--- config.mk ---
export PLATFORM = sky130hd
export DESIGN_NAME = reg_disp_scanner
export DESIGN_NICKNAME = d
export VERILOG_FILES = /design/src/rtl/reg_disp_pkg.sv /design/src/rtl/hex_to_7seg.sv /design/src/rtl/reg_disp_scanner.sv
export SDC_FILE = /design/constraint.sdc
export NUM_CORES = 1
export LEC_CHECK = 0
export ABC_AREA = 1
export CAP_MARGIN = 20
export CORE_MARGIN = 3
export CORE_UTILIZATION = 60
export CTS_CLUSTER_DIAMETER = 120
export CTS_CLUSTER_SIZE = 30
export DETAILED_ROUTE_END_ITERATION = 10
export GPL_ROUTABILITY_DRIVEN = 0
export PLACE_DENSITY = 0.88
export RECOVER_POWER = 50
export REMOVE_ABC_BUFFERS = 1
export SLEW_MARGIN = 15
export SYNTH_ARGS = -nofsm -noshare
export SYNTH_HDL_FRONTEND = slang
export SYNTH_SLANG_ARGS = --single-unit
--- constraint.sdc ---
create_clock -name clk -period 5.1 [get_ports clk]
set_clock_uncertainty 0.05 [all_clocks]
set_input_delay 0.765 -clock clk [delete_from_list [all_inputs] [get_ports clk]]
set_output_delay 0.765 -clock clk [all_outputs]
set_load 0.05 [all_outputs]
--- src/rtl/reg_disp_pkg.sv ---
// Shared types and constants for the diagnostic register-display scanner:
// capture FSM states, seven-segment codes and digit geometry.
package reg_disp_pkg;

  typedef enum logic [1:0] {
    S_SEL,
    S_SETTLE,
    S_CAP,
    S_HOLD
  } state_t;

  localparam int NUM_DIGITS = 4;
  localparam int IDX_W      = $clog2(NUM_DIGITS);

  localparam logic [6:0] SEG_BLANK = 7'b1111111;

  // Active-low segment codes, bit order g..a, indexed by hex value.
  localparam logic [6:0] SEG_HEX [16] = '{
    7'b1000000, 7'b1111001, 7'b0100100, 7'b0110000,
    7'b0011001, 7'b0010010, 7'b0000010, 7'b1111000,
    7'b0000000, 7'b0010000, 7'b0001000, 7'b0000011,
    7'b1000110, 7'b0100001, 7'b0000110, 7'b0001110
  };

endpackage

--- src/rtl/hex_to_7seg.sv ---
// Combinational hex nibble to active-low seven-segment decoder (g..a).
module hex_to_7seg
  import reg_disp_pkg::*;
(
  input  logic [3:0] nibble,
  output logic [6:0] seg
);

  assign seg = SEG_HEX[nibble];

endmodule

--- src/rtl/reg_disp_scanner.sv ---
// Diagnostic register-read initiator: selects a register, captures it through a
// small handshake FSM and scans 16 bits onto a 4-digit display.
// Optional: define DISP_LZ_BLANK_EN to blank leading-zero digits.
module reg_disp_scanner #(
  parameter int TICK_DIV    = 10000,
  parameter int AUTO_PERIOD = 50000000
) (
  input  logic        clk,
  input  logic        reset,
  input  logic        auto_en,
  input  logic [4:0]  sel_man,
  input  logic        half_sel,
  input  logic        freeze,
  input  logic [31:0] dispDat,
  output logic [4:0]  dispSel,
  output logic [6:0]  seg,
  output logic [3:0]  an,
  output logic        dp
);

  import reg_disp_pkg::*;

  localparam int TICK_W  = (TICK_DIV > 1) ? $clog2(TICK_DIV) : 1;
  localparam int DWELL_W = (AUTO_PERIOD > 1) ? $clog2(AUTO_PERIOD) : 1;
  localparam logic [TICK_W-1:0]  TICK_LAST  = TICK_W'(TICK_DIV - 1);
  localparam logic [DWELL_W-1:0] DWELL_LAST = DWELL_W'(AUTO_PERIOD - 1);

  logic [4:0]         ptr, ptr_nxt;
  logic [DWELL_W-1:0] dwell, dwell_nxt;
  logic [TICK_W-1:0]  refresh;
  logic [IDX_W-1:0]   idx;
  state_t             state;
  logic [31:0]        shadow;
  logic               ptr_chg, tick, scan_wrap, blank;
  logic [3:0]         nibble;
  logic [6:0]         seg_code;

  // NOTE: every always_comb output gets a default first so no path leaves it
  // unassigned, which would otherwise infer a latch.
  always_comb begin
    ptr_nxt   = ptr;
    dwell_nxt = dwell;
    if (!auto_en) begin
      ptr_nxt   = sel_man;
      dwell_nxt = '0;
    end else if (dwell == DWELL_LAST) begin
      ptr_nxt   = ptr + 5'd1;
      dwell_nxt = '0;
    end else begin
      dwell_nxt = dwell + 1'b1;
    end
  end

  // Looking at the next pointer lets the FSM restart on the same edge ptr moves.
  assign ptr_chg   = (ptr_nxt != ptr);
  assign tick      = (refresh == TICK_LAST);
  assign scan_wrap = tick && (idx == IDX_W'(NUM_DIGITS - 1));

  // NOTE: sequential state uses non-blocking assignments so every register
  // samples pre-edge values regardless of statement order.
  always_ff @(posedge clk) begin
    if (reset) begin
      ptr     <= '0;
      dwell   <= '0;
      dispSel <= '0;
      refresh <= '0;
      idx     <= '0;
    end else begin
      ptr     <= ptr_nxt;
      dwell   <= dwell_nxt;
      dispSel <= ptr;
      refresh <= tick ? '0 : refresh + 1'b1;
      if (tick) idx <= idx + 1'b1;
    end
  end

  always_ff @(posedge clk) begin
    if (reset) begin
      state  <= S_SEL;
      shadow <= '0;
    end else if (ptr_chg && !(state == S_HOLD && freeze)) begin
      state <= S_SEL;
    end else begin
      case (state)
        S_SEL:    state <= S_SETTLE;
        S_SETTLE: state <= S_CAP;
        S_CAP: begin
          shadow <= dispDat;
          state  <= S_HOLD;
        end
        S_HOLD:   if (!freeze && scan_wrap) state <= S_SEL;
      endcase
    end
  end

  assign nibble = shadow[{half_sel, idx, 2'b00} +: 4];

  hex_to_7seg u_hex (
    .nibble (nibble),
    .seg    (seg_code)
  );

`ifdef DISP_LZ_BLANK_EN
  logic [15:0] half;
  assign half = half_sel ? shadow[31:16] : shadow[15:0];

  // A digit is blank when it and everything to its left is zero; digit 0 never.
  always_comb begin
    blank = 1'b0;
    case (idx)
      2'd1:    blank = (half[15:4]  == 12'h000);
      2'd2:    blank = (half[15:8]  == 8'h00);
      2'd3:    blank = (half[15:12] == 4'h0);
      default: blank = 1'b0;
    endcase
  end
`else
  assign blank = 1'b0;
`endif

  always_ff @(posedge clk) begin
    if (reset) begin
      an  <= 4'b1111;
      seg <= SEG_BLANK;
      dp  <= 1'b1;
    end else begin
      an  <= ~(4'b0001 << idx);
      seg <= blank ? SEG_BLANK : seg_code;
      dp  <= !((idx == 2'd3) && half_sel);
    end
  end

endmodule

; ---- Yosys cells after proc, flatten, opt, wreduce, memory -nomap -nowiden
; Memories as Yosys holds them, arrays and structs flattened. A register that Yosys moved wholly into a read port is not among the register bits.
; Cells that the tools add are included.
; W data, S select, Z words.
[classes]
addsub = 4
n_eq_ne = 8
n_shift = 2
muxes = 4
n_bitwise = 4
reduce_logical = 13
[ops]
columns = op, count
row1 = $shiftx A32 B6 Y4, 1
row2 = $add A26 B1 Y26 const B, 1
row3 = $eq A26 B26 Y1 const B, 1
row4 = $add A14 B1 Y14 const B, 1
row5 = $eq A14 B14 Y1 const B, 1
row6 = $mux W5, 2
row7 = $pmux W2 S4, 1
row8 = $eq A2 B2 Y1 const B, 3
row9 = $add A5 B1 Y5 const B, 1
row10 = $logic_and A1 B1 Y1, 5
row11 = $ne A5 B5 Y1, 1
row12 = $not A4 Y5, 1
row13 = $not A4 Y4, 1
row14 = $reduce_or A2 Y1, 2
row15 = $shl A1 B2 Y4 const A, 1
row16 = $logic_not A1 Y1, 3
row17 = $reduce_or A3 Y1, 1
row18 = $add A2 B1 Y2 const B, 1
row19 = $eq A2 B1 Y1 const B, 1
row20 = $logic_not A2 Y1, 1
row21 = $mux W2, 1
row22 = $ne A2 B1 Y1 const B, 1
row23 = $not A1 Y1, 2
row24 = $reduce_and A2 Y1, 1
[totals]
regBits = 91
rom_bits = 112
output_inout_bits = 17
wordCells = 45
memories = 1
[mem_list]
columns = memory, words, word_bits, read_ports, rd_ports_with_merged_regs, wr, line_no
row1 = (name not given), 16, 7, 1, 1, 0, hex_to_7seg.sv:9  ; assign seg = SEG_HEX[nibble];

; ---- Logic depth before layout (Yosys ltp)
; Gate-level depths: netlist (run 1).
[depth]
depth_word = 7
depth_mapped = 20

; ---- Hierarchy
; From an unflattened synthesis (run 1), not the netlist that was laid out.
[unflattened]
hier_cells = 734
hier_area_um2 = 5077.4
[modules_own_cells]
columns = module, instances, cells_per_inst, area_each_um2, seq_area_each_um2
row1 = reg_disp_scanner, 1, 685, 4803.4, 1961.9
row2 = hex_to_7seg, 1, 49, 274.0, 0.0

; ---- Worst setup path after synthesis (run 1)
; OpenSTA, ideal clock, no wires.
[synth_path]
path_kind = flip-flop to flip-flop
from = reg idx[0]
to = reg seg[3]
setup_ns = 0.120
arrival_ns = 2.278
required_time_ns = 4.930
path_slack_ns = 2.653
path_stages_with_launch = 12
period_less_slack_ns = 2.447
path_cell_list = dfxtp_1 clkbuf_1 clkbuf_1 nor2_1 o22ai_1 inv_1 o21ai_0 inv_1 ha_1 nor2_1 nor2_1 a211o_1
[synth_between]
elab_chain_len = 2
[synth_lines]
columns = item, line_no
row1 = "start, declared", reg_disp_scanner.sv:31  ; logic [IDX_W-1:0] idx;
row2 = "start signal, assigned", reg_disp_scanner.sv:73  ; if (tick) idx <= idx + 1'b1;
row3 = $shiftx A32 B6 Y4, reg_disp_scanner.sv:96  ; assign nibble = shadow[{half_sel, idx, 2'b00} +: 4];
row4 = $not A4 Y5 (implied by the code), hex_to_7seg.sv:9
row5 = "end, declared", reg_disp_scanner.sv:16  ; output logic [6:0] seg,
; Every way passes these cells.
; A chain may end at the register's enable or synchronous reset.

; ---- Worst setup path in the final report (run 1)
[layout_path]
from = in reset
to = reg dwell[14]
[layout_between]
elab_chain_len = 1
[layout_lines]
columns = item, line_no
row1 = "start, declared", reg_disp_scanner.sv:9  ; input logic reset,
row2 = $reduce_or A3 Y1 (no line), --
row3 = "end signal, assigned", reg_disp_scanner.sv:70  ; dwell <= dwell_nxt;
row4 = "end, declared", reg_disp_scanner.sv:29  ; logic [DWELL_W-1:0] dwell, dwell_nxt;
; Every way passes these cells.

==> out/metrics.csv, run 1 <==
stage;metric;value;unit
power;Sw Ratio;24.2;%
critical_path;FF-to-FF path depth;18;
power;Net Switching;346;uW
floorplan;Die H;96.6;um
critical_path;critical path cell sequence;dlygate4sd3_1, inv_1, nand3_1, clkbuf_1, o21bai_1, a21oi_1;
logic_synthesis;synth warn;0;
sta;final setup fails;0;
drt;Max Used Layer;met4;
sta;Slew Limit Fails;0;
sta;min cycle time layout;3.64;ns
drt;final antenna-violating net count;0;
worst_hold_path;HP Class;register to register;
worst_hold_path;Hold EP;dwell[0];
clock_tree;# resized after CTS;0;
floorplan;Core Footprint;7850;um2
critical_path;CP Launch Type;input pin;
floorplan;num ports;59;
finish;Final #Nets;794;
floorplan;die width;96.6;um
critical_path;Worst R2R Setup Slack;1.91;ns
logic_synthesis;sequential-to-total area share from yosys stat;39.8;%
sta;count of final hold-check violations;0;
critical_path;slowest stage cell on the critical path;clkbuf_1;
grt;initial antenna violation count;0;
critical_path;crit-path max cell delay;0.87;ns
sta;final setup TNS;0;ns
clock_tree;worst skew pair latency;0.36;ns
clock_tree;CTS Buffer Depth;2;
power;combinational power share;9.3;%
logic_synthesis;asr flop ratio synth;0;%
logic_synthesis;Netlist cell types;42;
critical_path;delay-heaviest family, CP;buffers and inverters;
job;maxcap violations;0;
drt;routed len/inst;12.5;um
critical_path;Setup crit end kind;register;
power;PD cells;252;nW/um2
worst_hold_path;hold_sp;dwell[0];
drt;First-pass DRT Iterations;4;
sta;Highest Clock Rate;275;MHz
drt;Routed WL;10500;um
power;maximum VDD drop;0.000128;V
clock_tree;Root Driver;clkbuf_8;
status;status;finished clean;
logic_synthesis;ranking of synthesized cells by area;dfxtp_1, nand2_1, nor2_1;
critical_path;Buf/Inv on CP;3;
clock_tree;H-tree depth;3;
placement;PortBufs;58;
critical_path;FF-to-FF End;shadow[30];
logic_synthesis;cells after synthesis;694;
sta;Worst-Margin Slew;1.41;ns
finish;post-layout util;72.4;%
critical_path;r2r startpoint;dwell[0];
finish;FILL cells;642;
drt;routed vias;4553;
drt;Via density;5.41;
critical_path;crit path kind;input pin to register;
logic_synthesis;top cell type's share of synthesized area;39.8;%
finish;Layout area overhead;15.2;%
worst_hold_path;hold path depth;1;
logic_synthesis;post-synth top area cell;dfxtp_1;
grt;vias in the first global route;4234;
grt;grt ovf;0;
clock_tree;CTS buffer count;9;
drt;M1 WL;4520;um
logic_synthesis;Post-Syn Area;4930;um2
logic_synthesis;Main synth FF type;dfxtp_1;
clock_tree;Hold Buf Count CTS;0;
grt;first-pass GRT wire length;17900;um
finish;ANT cells;0;
grt;Tot GR Track Use;22.4;%
sta;Max-slew headroom;5.97;%
placement;HPWL Detailed;7300;um
clock_tree;Setup Buffers After CTS;0;
power;Clk pwr share;35.9;%
clock_tree;CTS tree;done;
logic_synthesis;Mean Syn Cell Area;7.10;um2
drt;met3 wire len;353;um
floorplan;# rows;32;
power;Design Power;1.43;mW
critical_path;CP arrival;3.84;ns
sta;unrepaired setup endpoints after global routing;no;
drt;Iteration-0 DRC Markers;127;
logic_synthesis;Synth Register Bits;98;
clock_tree;Reg clk slew, reported paths;0.09;ns
floorplan;die area;9340;um2
grt;largest net degree at the start of global routing;66;
critical_path;crit-path max FO;45;
power;share of power burned in registers;54.8;%
sta;Final Cycle Share;71.3;%
critical_path;CP required;5.30;ns
power;Internal;1.08;mW
floorplan;Initial Utilization;62.8;%
logic_synthesis;EDFF count, synth;0;
drt;DR WL met2;5370;um
finish;share of cells above drive strength 1;6.35;%
power;Static Leak;2.25;nW
drt;drt drc;0;
clock_tree;clock sinks;98;
[cells in the final DEF (no fill, tap or decap), drive strengths merged, types with 4 or more instances in the layout]
master         count
nand4              6
nand2            124
o22ai              6
dfxtp             98
o211ai             4
nor3b              7
nor2             111
or2                8
clkbuf            12
o21ai             26
nand3             68
a21oi             51
inv               91
clkdlybuf4s50     40
xor2               9
nor3              18
dlygate4sd3       18
ha                16
[Yosys cell counts, drive strengths merged (2+ instances only)]
master and n:
a21oi 51, inv 91, o211ai 4, a31oi 2
nand4 6, o21ai 26, o21a 2, nor3 18
nor3b 7, ha 16, xor2 9, o221ai 3
o22ai 6, clkbuf 11, nor4 3, buf 18
nand3b 3, nand3 68, or2 8, nand2 124
nor2 111, a211oi 3, dfxtp 98
[stage by stage]
step                      hold WS [ns]  instance area (um2)  cells  setup slack [ns]
final                            0.400                 5680    842              1.46
after CTS                        0.407                 5690    842              1.88
after detailed placement         0.390                 5480    827              1.58
after global placement           0.377                 5480    827              1.64
after global routing             0.433                 5680    842              1.20
after floorplan                  0.368                 4760    665              2.04
[per-layer routing]
layer	global-route usage (%)	vias up
li1	-	2313
met1	26.0	2115
met2	40.2	103
met3	3.53	22
met4	10.3	0
met5	0	-
[sequential cells by signal, summed over array words and instances (netlist names)]
name / cells
refresh: 14
idx: 2
state: 2
ptr: 5
seg: 7
shadow: 32
dp: 1
dispSel: 5
dwell: 26
an: 4
[worst max-delay path by stage]
| stage | start | end | cells past startpoint | slack [ns] |
|---|---|---|---|---|
| after floorplan | dwell[0] | shadow[0] | 18 | 2.04 |
| after global placement | auto_en | shadow[7] | 10 | 1.64 |
| after detailed placement | auto_en | shadow[7] | 10 | 1.58 |
| after CTS | dwell[0] | shadow[30] | 18 | 1.88 |
| after global routing | reset | dwell[14] | 6 | 1.20 |
| final | reset | dwell[14] | 6 | 1.46 |
[power by group through the flow]
stage	clock network [mW]	logic (mW)	registers (mW)
2_1_floorplan	0	0.0551	0.818
3_3_place_gp	0	0.129	0.801
3_5_place_dp	0	0.133	0.801
4_1_cts	0.523	0.134	0.783
5_1_grt	0.549	0.146	0.784
6_report	0.513	0.133	0.783
[layout make-up]
class                      instances  area [um2]  area share [%]
multi-input combinational        476        2450            43.2
sequential                        98        1960            34.6
timing repair buffer              60         592            10.4
inverter                          91         342            6.02
clock buffer                      11         151            2.67
tap                              102         128            2.25
clock inverter                     4        51.3           0.903
[logic make-up (layout without fill, tap and decap cells)]
kind of cell    Yosys count  count (layout)  share of synthesized area [%]
simple gates            349             349                           31.7
fa+ha+maj                16              16                           4.06
flops                    98              98                           39.8
buf+inv                 120             166                           10.5
xor+xnor                 10              10                           1.78
compound gates          101             101                           12.2
Power figures use the tool's default switching activity.
==> inputs of run 2 (changes only) <==
--- a/config.mk
+++ b/config.mk
@@ -8,12 +8,12 @@
 export ABC_AREA = 1
 export CAP_MARGIN = 20
 export CORE_MARGIN = 3
-export CORE_UTILIZATION = 60
+export CORE_UTILIZATION = 51
 export CTS_CLUSTER_DIAMETER = 120
 export CTS_CLUSTER_SIZE = 30
 export DETAILED_ROUTE_END_ITERATION = 10
 export GPL_ROUTABILITY_DRIVEN = 0
-export PLACE_DENSITY = 0.88
+export PLACE_DENSITY = 0.8
 export RECOVER_POWER = 50
 export REMOVE_ABC_BUFFERS = 1
 export SLEW_MARGIN = 15
==> constraint.sdc (replaced) <==
create_clock -name clk -period 3.16 [get_ports clk]
set_clock_uncertainty 0.05 [all_clocks]
set_input_delay 0.474 -clock clk [delete_from_list [all_inputs] [get_ports clk]]
set_output_delay 0.474 -clock clk [all_outputs]
set_load 0.05 [all_outputs]
==> run 2 against run 1 <==
Effect of this change: count of clock-buffer cells in the layout rose by 2; sequential share of layout area decreased by 0.66 points; first-iteration DRC count increased by 39%; flip-flop and latch count is the same; critical path type is now register to register; setup slack got worse by 1.1 ns.
==> out/metrics.csv, run 2 (same netlist as run 1, synthesis figures left out) <==
stage;metric;value;unit
grt;Tot GR Track Use;20.0;%
sta;unrepaired setup endpoints after global routing;no;
finish;Reg with most FFs;shadow;
clock_tree;CTS buffer count;9;
sta;final setup TNS;0;ns
critical_path;Buf/Inv on CP;3;
floorplan;Core Footprint;9330;um2
floorplan;# rows;35;
power;PD cells;404;nW/um2
clock_tree;Setup Buffers After CTS;0;
clock_tree;Hold Buf Count CTS;0;
critical_path;delay-heaviest family, CP;compound AO/OA/AOI/OAI gates;
critical_path;crit path kind;register to register;
placement;placed insts;861;
sta;Highest Clock Rate;355;MHz
drt;final antenna-violating net count;0;
grt;grt ovf;0;
sta;count of final hold-check violations;0;
sta;min cycle time layout;2.81;ns
placement;PortBufs;58;
finish;Final #Nets;801;
sta;Slew Limit Fails;0;
critical_path;r2r startpoint;idx[1];
power;combinational power share;9.3;%
grt;initial antenna violation count;0;
critical_path;FF-to-FF path depth;10;
finish;FILL cells;869;
finish;final non-filler cell total;877;
power;Internal;1.78;mW
floorplan;num ports;59;
clock_tree;CTS Buffer Depth;2;
drt;routed len/inst;12.2;um
worst_hold_path;Hold EP;refresh[0];
worst_hold_path;hold_sp;refresh[0];
sta;final setup fails;0;
drt;routed vias;4539;
critical_path;slowest stage cell on the critical path;o21ai_0;
job;maxcap violations;0;
critical_path;crit-path max cell delay;0.53;ns
floorplan;die width;104;um
worst_hold_path;hold path depth;1;
finish;commonest non-fill, non-tap cell in the layout;nand2_1;
power;Static Leak;2.29;nW
critical_path;CP arrival;3.00;ns
critical_path;critical path cell sequence;inv_1, o21ai_0, o22ai_1, inv_1, o21ai_0, inv_1, ha_1, nor2_1, nor2_1, a211o_1;
critical_path;Setup crit end kind;register;
drt;drt drc;0;
placement;HPWL Detailed;7600;um
critical_path;Worst R2R Setup Slack;0.35;ns
clock_tree;clock sinks;98;
grt;vias in the first global route;4277;
worst_hold_path;HP Class;register to register;
floorplan;Die H;104;um
finish;ANT cells;0;
critical_path;CP most frequent cell;inv_1;
finish;most frequent cells in the layout;nand2_1, nor2_1, dfxtp_1, inv_1, nand3_1;
status;status;finished clean;
power;Sw Ratio;23.9;%
drt;Iteration-0 DRC Markers;176;
power;maximum VDD drop;0.000279;V
drt;First-pass DRT Iterations;5;
finish;area of the multi-input gates;2450;um2
power;share of power burned in registers;54.1;%
floorplan;Initial Utilization;52.9;%
clock_tree;Root Driver;clkbuf_8;
sta;Worst-Margin Slew;1.14;ns
grt;largest net degree at the start of global routing;45;
clock_tree;# resized after CTS;0;
critical_path;crit-path max FO;12;
finish;share of cells above drive strength 1;7.22;%
finish;max reg flops;32;
clock_tree;H-tree depth;3;
critical_path;CP Launch Type;register;
finish;area taken by flip-flops and latches;1960;um2
drt;Routed WL;10700;um
floorplan;die area;10900;um2
clock_tree;Reg clk slew, reported paths;0.09;ns
critical_path;CP required;3.34;ns
clock_tree;worst skew pair latency;0.35;ns
clock_tree;CTS tree;done;
grt;first-pass GRT wire length;18600;um
drt;Via density;5.18;
power;Clk pwr share;36.6;%
power;Net Switching;558;uW
finish;Layout area overhead;17.4;%
critical_path;FF-to-FF End;seg[3];
sta;Final Cycle Share;89.0;%
sta;Max-slew headroom;24.2;%
finish;biggest regs;shadow (32), dwell (26), refresh (14);
-- run 2: layout make-up --
type,count,area share [%]
tap,129,2.79
clock buffer,13,2.92
timing repair buffer,67,11.3
inverter,91,5.90
sequential,98,33.9
clock inverter,3,0.800
multi-input combinational,476,42.4
-- run 2: power by group through the flow --
stage	registers, mW	clock network [mW]	logic [mW]
floorplan	1.32	0	0.0889
global placement	1.29	0	0.217
detailed placement	1.29	0	0.222
CTS	1.26	0.875	0.223
global route	1.27	0.921	0.240
finish	1.26	0.855	0.218
-- run 2: worst max-delay path by stage --
stage / startpoint / to / slack, ns / cells after the start
global route: idx[1] / seg[3] / 0.004 / 10
floorplan: dwell[0] / shadow[0] / 0.1 / 18
CTS: idx[1] / seg[3] / 0.39 / 10
detailed placement: half_sel / seg[3] / 0.36 / 8
global placement: auto_en / shadow[6] / 0.47 / 11
finish: idx[1] / seg[3] / 0.35 / 10
-- run 2: metrics by stage --
stage          instance area, um2  power [mW]  hold slack (ns)  setup slack [ns]  utilization [%]
6_report                     5790        2.34            0.403             0.346             62.1
2_1_floorplan                4760        1.41            0.368            0.0990                -
3_3_place_gp                 5580        1.51            0.377             0.475             59.9
4_1_cts                      5800        2.36            0.408             0.390             62.2
5_1_grt                      5790        2.43            0.432           0.00419             62.1
3_5_place_dp                 5580        1.52            0.390             0.360             59.9
-- run 2: metal layers --
layer | vias to the layer above | part of all wire (%) | GRT usage [%]
li1 | 2329 | - | -
met3 | 14 | 4.8 | 3.91
met4 | 0 | 1.2 | 6.08
met2 | 121 | 51 | 36.2
met1 | 2075 | 43 | 23.8
met5 | - | 0 | 0
-- run 2: worst register-to-register path: stages (launching register included) --
cell and delay (ns):
dfxtp_1 0.46, inv_1 0.34, o21ai_0 0.16, o22ai_1 0.14, inv_1 0.05, o21ai_0 0.53, inv_1 0.19, ha_1 0.30
nor2_1 0.13, nor2_1 0.06, a211o_1 0.27
